File: src/rtl/dm_load_unit.sv
// dm_load_unit: single-outstanding data-memory load unit.
// Accepts one load at a time, issues a one-cycle word-aligned read,
// waits for the memory (bounded by TIMEOUT_CYCLES), then extracts and
// sign/zero-extends the requested lanes. The result is held until the
// consumer takes it. Address misalignment and illegal load types are
// answered directly without touching memory.
module dm_load_unit #(
   parameter int unsigned TIMEOUT_CYCLES = 255
) (
   input  logic        clk,
   input  logic        reset,
   input  logic        req_valid,
   output logic        req_ready,
   input  logic [31:0] req_addr,
   input  logic [2:0]  req_type,
   input  logic [31:0] req_pc,
   output logic        mem_rd_en,
   output logic [31:0] mem_addr,
   output logic [3:0]  byte_en,
   input  logic [31:0] mem_rdata,
   input  logic        mem_rvalid,
   output logic        rsp_valid,
   input  logic        rsp_ready,
   output logic [31:0] rsp_data,
   output logic [31:0] rsp_pc,
   output logic [1:0]  rsp_err
);

   typedef enum logic [1:0] {
      S_IDLE  = 2'd0,
      S_ISSUE = 2'd1,
      S_WAIT  = 2'd2,
      S_RESP  = 2'd3
   } state_t;

   localparam logic [2:0] T_LW  = 3'b000;
   localparam logic [2:0] T_LH  = 3'b001;
   localparam logic [2:0] T_LHU = 3'b010;
   localparam logic [2:0] T_LB  = 3'b011;
   localparam logic [2:0] T_LBU = 3'b100;

   localparam logic [1:0] E_OK       = 2'b00;
   localparam logic [1:0] E_MISALIGN = 2'b01;
   localparam logic [1:0] E_TIMEOUT  = 2'b10;
   localparam logic [1:0] E_ILLEGAL  = 2'b11;

   // Counter width covers the full 1..255 range of the timeout.
   localparam logic [7:0] TIMEOUT_LIMIT = 8'(TIMEOUT_CYCLES);

   state_t      state;
   state_t      state_next;
   logic [7:0]  wait_cnt;
   logic [2:0]  type_q;
   logic [1:0]  offset_q;

   logic        accept;
   logic        timeout_hit;
   logic [1:0]  req_err;
   logic [3:0]  lane_mask;
   logic [31:0] load_result;

   // Picks the addressed lane(s) out of the memory word and extends them.
   function automatic logic [31:0] extract(input logic [2:0]  ltype,
                                           input logic [1:0]  offset,
                                           input logic [31:0] word);
      logic [15:0] half;
      logic [7:0]  byte_v;
      half   = offset[1] ? word[31:16] : word[15:0];
      byte_v = word[8*offset +: 8];
      case (ltype)
         T_LW:    extract = word;
         T_LH:    extract = {{16{half[15]}}, half};
         T_LHU:   extract = {16'h0000, half};
         T_LB:    extract = {{24{byte_v[7]}}, byte_v};
         T_LBU:   extract = {24'h000000, byte_v};
         default: extract = 32'h0000_0000;
      endcase
   endfunction

   assign accept      = (state == S_IDLE) && req_valid;
   assign timeout_hit = (wait_cnt == TIMEOUT_LIMIT);
   assign load_result = extract(type_q, offset_q, mem_rdata);

   // Classify the incoming request: illegal type takes priority over misalignment.
   always_comb begin
      // NOTE: every combinational output gets a default first so no path leaves it unassigned (which would infer a latch).
      req_err = E_OK;
      if (req_type > T_LBU)
         req_err = E_ILLEGAL;
      else if ((req_type == T_LW) && (req_addr[1:0] != 2'b00))
         req_err = E_MISALIGN;
      else if (((req_type == T_LH) || (req_type == T_LHU)) && req_addr[0])
         req_err = E_MISALIGN;
   end

   // Byte-lane mask for the incoming request.
   always_comb begin
      lane_mask = 4'b0000;
      case (req_type)
         T_LW:        lane_mask = 4'b1111;
         T_LH, T_LHU: lane_mask = req_addr[1] ? 4'b1100 : 4'b0011;
         T_LB, T_LBU: lane_mask = 4'b0001 << req_addr[1:0];
         default:     lane_mask = 4'b0000;
      endcase
   end

   // State register.
   always_ff @(posedge clk or negedge reset) begin
      // NOTE: sequential state is written with non-blocking assignments so every flop samples pre-edge values.
      if (!reset)
         state <= S_IDLE;
      else
         state <= state_next;
   end

   // Next-state logic.
   always_comb begin
      state_next = state;
      case (state)
         S_IDLE:  if (req_valid) state_next = (req_err == E_OK) ? S_ISSUE : S_RESP;
         S_ISSUE: state_next = S_WAIT;
         S_WAIT:  if (mem_rvalid || timeout_hit) state_next = S_RESP;
         S_RESP:  if (rsp_ready) state_next = S_IDLE;
         default: state_next = S_IDLE;
      endcase
   end

   // Handshake and strobe outputs decoded from the state.
   always_comb begin
      req_ready = (state == S_IDLE);
      mem_rd_en = (state == S_ISSUE);
      rsp_valid = (state == S_RESP);
   end

   // WAIT cycle counter: 1 on the first WAIT cycle, cleared outside WAIT.
   always_ff @(posedge clk or negedge reset) begin
      if (!reset)
         wait_cnt <= 8'd0;
      else if (state == S_ISSUE)
         wait_cnt <= 8'd1;
      else if (state == S_WAIT)
         wait_cnt <= wait_cnt + 8'd1;
      else
         wait_cnt <= 8'd0;
   end

   // Request latch and response capture.
   always_ff @(posedge clk or negedge reset) begin
      // NOTE: datapath registers are reset too, because their values are visible on ports during and right after reset.
      if (!reset) begin
         mem_addr <= 32'h0000_0000;
         byte_en  <= 4'b0000;
         type_q   <= 3'b000;
         offset_q <= 2'b00;
         rsp_pc   <= 32'h0000_0000;
         rsp_data <= 32'h0000_0000;
         rsp_err  <= E_OK;
      end else if (accept) begin
         mem_addr <= {req_addr[31:2], 2'b00};
         byte_en  <= lane_mask;
         type_q   <= req_type;
         offset_q <= req_addr[1:0];
         rsp_pc   <= req_pc;
         rsp_data <= 32'h0000_0000;
         rsp_err  <= req_err;
      end else if (state == S_WAIT) begin
         // A returning read wins over a timeout in the same cycle.
         if (mem_rvalid) begin
            rsp_data <= load_result;
            rsp_err  <= E_OK;
         end else if (timeout_hit) begin
            rsp_data <= 32'h0000_0000;
            rsp_err  <= E_TIMEOUT;
         end
      end
   end

endmodule

File: config.mk
export PLATFORM = sky130hd
export DESIGN_NAME = dm_load_unit
export DESIGN_NICKNAME = d
export VERILOG_FILES = /design/src/rtl/dm_load_unit.sv
export SDC_FILE = /design/constraint.sdc
export NUM_CORES = 1
export LEC_CHECK = 0
export BUFFER_PORTS_ARGS = -buffer_cell sky130_fd_sc_hd__buf_2
export CELL_PAD_IN_SITES_DETAIL_PLACEMENT = 1
export CELL_PAD_IN_SITES_GLOBAL_PLACEMENT = 1
export CORE_MARGIN = 3
export CORE_UTILIZATION = 30
export CTS_CLUSTER_DIAMETER = 120
export DETAILED_ROUTE_END_ITERATION = 8
export GPL_ROUTABILITY_DRIVEN = 0
export PLACE_DENSITY_LB_ADDON = 0.3
export SYNTH_ARGS = -nofsm -noshare
export SYNTH_HDL_FRONTEND = slang
export SYNTH_SLANG_ARGS = --single-unit
File: constraint.sdc
create_clock -name clk -period 3.5 [get_ports clk]
set_input_delay 0.525 -clock clk [delete_from_list [all_inputs] [get_ports clk]]
set_output_delay 0.525 -clock clk [all_outputs]
set_load 0.03 [all_outputs]
==> run summary <==
Status: finished, final reports clean
Peak VDD IR: 0.403 mV
Post-CTS setup buffers: 0
DP Worst Slack: 1.30 ns
Combinational share of power: 46.2%
Crit-path cells: inv_1 > ha_1 > nand3_1 > a311oi_4 > a22o_1
DRT antenna net count: 0
Final Hold Fails: 0
DR vias: 4290
Ys async rst share: 100%
CTS tree: done
WS Path Type: reg -> reg
Area Growth Syn to Fin: 35.7%
IO buf count: 206
Predominant post-synthesis flop cell: dfrtp_1
NumNets Final: 740
Crit path DAT: 2.53 ns
CTS Buffer Depth: 2
Avg Cell Area, Syn: 12.3 µm²
Core ar.: 16900 µm²
Cell count after synthesis: 426
Post-DP HPWL: 11400 µm
FF+latch count, synth: 115
Worst slew pin tran: 0.917 ns
Row cnt: 47
Number of global-route vias before repair: 4772
Clock network fraction of total power: 23.2%
Max-slew headroom: 38.9%
Reg2reg end: rsp_data[14]
Unrepaired setup endpoints after global routing: no
Crit path capture type: flop
Tmin final: 2.18 ns
Post-synth cell types: 46
Net Sw Power: 3.33 mW
1st-iter DRT viols: 145
Routed WL: 15400 µm
Antenna violations before repair: 0
Hold-fix buffers, CTS: 0
Sw Share: 42.8%
Worst R2R Path Depth: 5
Seq/Total Area, Yosys: 54.8%
Die ar.: 19100 µm²
Crit Path Max Fanout: 12
CTS clk-pin slew, worst paths: 0.06 ns
FF-to-FF Start: state[0]
Mapped Area: 5250 µm²
Starting density of the core: 31.1%
CP max-delay cell: a311oi_4
EDFF count, synth: 0
All-Layer GR Usage: 16.4%
Routed len/inst: 17.9 µm
I/O pin count: 209
MaxCap Viol Count: 0
Share of layout cells above drive strength 1: 48.9%
Reg-to-reg slack, setup: 1.32 ns
Vias per Instance: 4.97
First-pass iteration count of the detailed router: 4
Die Height: 138 µm
Period utilization: 62.4%
Leakage: 3.50 nW
Number of remaining DRC errors: 0
Slew Limit Fails: 0
Worst path top cell family by delay: compound AO/OA/AOI/OAI gates
Clock Tree Root: clkbuf_16
Startpoint types: flop
Final worst setup slack: 1.32 ns
CTS resizes: 0
Clk_skew: 0.00979 ns
Buf/Inv on CP: 1
Final Setup Violations: 0
WP data required: 3.85 ns
P per Cell Area: 1090 nW/µm²
First-pass GRT wire length: 25300 µm
CTS sink cnt: 115
Min-Delay Path Class: in -> async
Fillers: 1870
Worst-skew pair later-pin latency: 0.41 ns
Yosys warnings: 0
Fmax: 458 MHz
Slowest stage delay, CP: 0.61 ns
H-tree Lvls: 4
Proportion of power drawn by flip-flops and latches: 30.6%
Die Wd: 138 µm
Total CTS buffers: 17
Setup TNS: 0 ns
Largest net degree at the start of global routing: 80
Internal cell power: 4.45 mW
Grt ovf: 0
==> flip-flops by register name (all words and copies together) (netlist names) <==
register,flops
rsp_err,2
rsp_data,32
state,2
rsp_pc,32
type_q,3
byte_en,4
offset_q,2
wait_cnt,8
mem_addr,30
==> power groups by stage <==
stage               Sequential (mW)  Clock, mW  Combinational (mW)
floorplan                      3.37          0                1.52
CTS                            2.39       1.86                3.64
finish                         2.38       1.81                3.59
detailed placement             2.39          0                3.64
global route                   2.48       1.92                3.86
global placement               2.36          0                3.56
==> placed cells by master, fill, tap and decap left out, types with 6 or more instances in the layout <==
| master | synthesis | layout |
|---|---|---|
| a221o_1 | 7 | 7 |
| o21ai_0 | 17 | 17 |
| nor2_1 | 11 | 11 |
| a211oi_1 | 8 | 8 |
| ha_1 | 6 | 6 |
| mux2_2 | 67 | 67 |
| inv_1 | 9 | 9 |
| nand2_1 | 34 | 33 |
| o2bb2ai_1 | 16 | 16 |
| buf_2 | 11 | 205 |
| mux2i_1 | 21 | 21 |
| a22oi_1 | 17 | 17 |
| clkbuf_16 | 0 | 17 |
| dfrtp_1 | 115 | 115 |
| xor2_1 | 6 | 6 |
| nand3_1 | 9 | 9 |
| a22o_1 | 9 | 9 |
| buf_4 | 2 | 7 |
==> layer usage <==
layer	track usage, %	part of all wire (%)	up-vias
met2	27.1	49	170
met4	4.52	1.4	0
met5	0	0	-
li1	-	-	1957
met1	19.2	41	2147
met3	7.63	9.0	16
==> Yosys cell counts, types with 7 or more instances <==
cell,n,area [µm²]
buf_2,11,55.1
nand2_1,34,128
mux2_2,67,754
a22oi_1,17,128
nor2_1,11,41.3
clkbuf_1,13,48.8
o21ai_0,17,85.1
a211oi_1,8,60.1
dfrtp_1,115,2880
a221o_1,7,70.1
nand3_1,9,45.0
inv_1,9,33.8
a22o_1,9,78.8
mux2i_1,21,210
o2bb2ai_1,16,140
==> how the worst max path moves through the flow <==
stage	startpoint	end	slack (ns)	cells past startpoint
3_3_place_gp	state[0]	rsp_err[1]	1.39	6
4_1_cts	state[0]	rsp_data[14]	1.30	5
5_1_grt	state[0]	rsp_data[14]	1.09	5
6_report	state[0]	rsp_data[14]	1.32	5
3_5_place_dp	state[0]	rsp_data[14]	1.30	5
2_1_floorplan	state[0]	rsp_data[7]	1.39	7
==> metrics by stage <==
stage | utilization, % | power (mW) | cells | cell area (µm²) | hold WS, ns
floorplan | - | 4.90 | 427 | 5250 | 0.229
global placement | 38.5 | 5.92 | 831 | 6500 | 0.453
detailed placement | 38.5 | 6.04 | 831 | 6500 | 0.471
CTS | 42.2 | 7.89 | 862 | 7120 | 0.240
global route | 42.2 | 8.25 | 862 | 7120 | 0.271
finish | 42.2 | 7.78 | 863 | 7120 | 0.209
==> layout make-up <==
class / count / area [µm²] / area share, %
sequential: 115 / 2880 / 40.4
inverter: 9 / 33.8 / 0.474
timing repair buffer: 213 / 1100 / 15.4
antenna: 1 / 2.50 / 0.0351
clock buffer: 21 / 460 / 6.47
tap: 220 / 275 / 3.87
clock inverter: 10 / 156 / 2.20
multi-input combinational: 274 / 2220 / 31.1
==> cells by family after synthesis <==
family | share of synthesized area (%)
and+or+nand+nor | 6.39
muxes | 18.4
adders and majority gates | 1.43
other | 0.0714
xor gates and xnor gates | 1.17
buffers and inverters | 3.27
AOI/OAI and AO/OA | 14.5
DFF | 54.8
(Power assumes the default switching activity.)
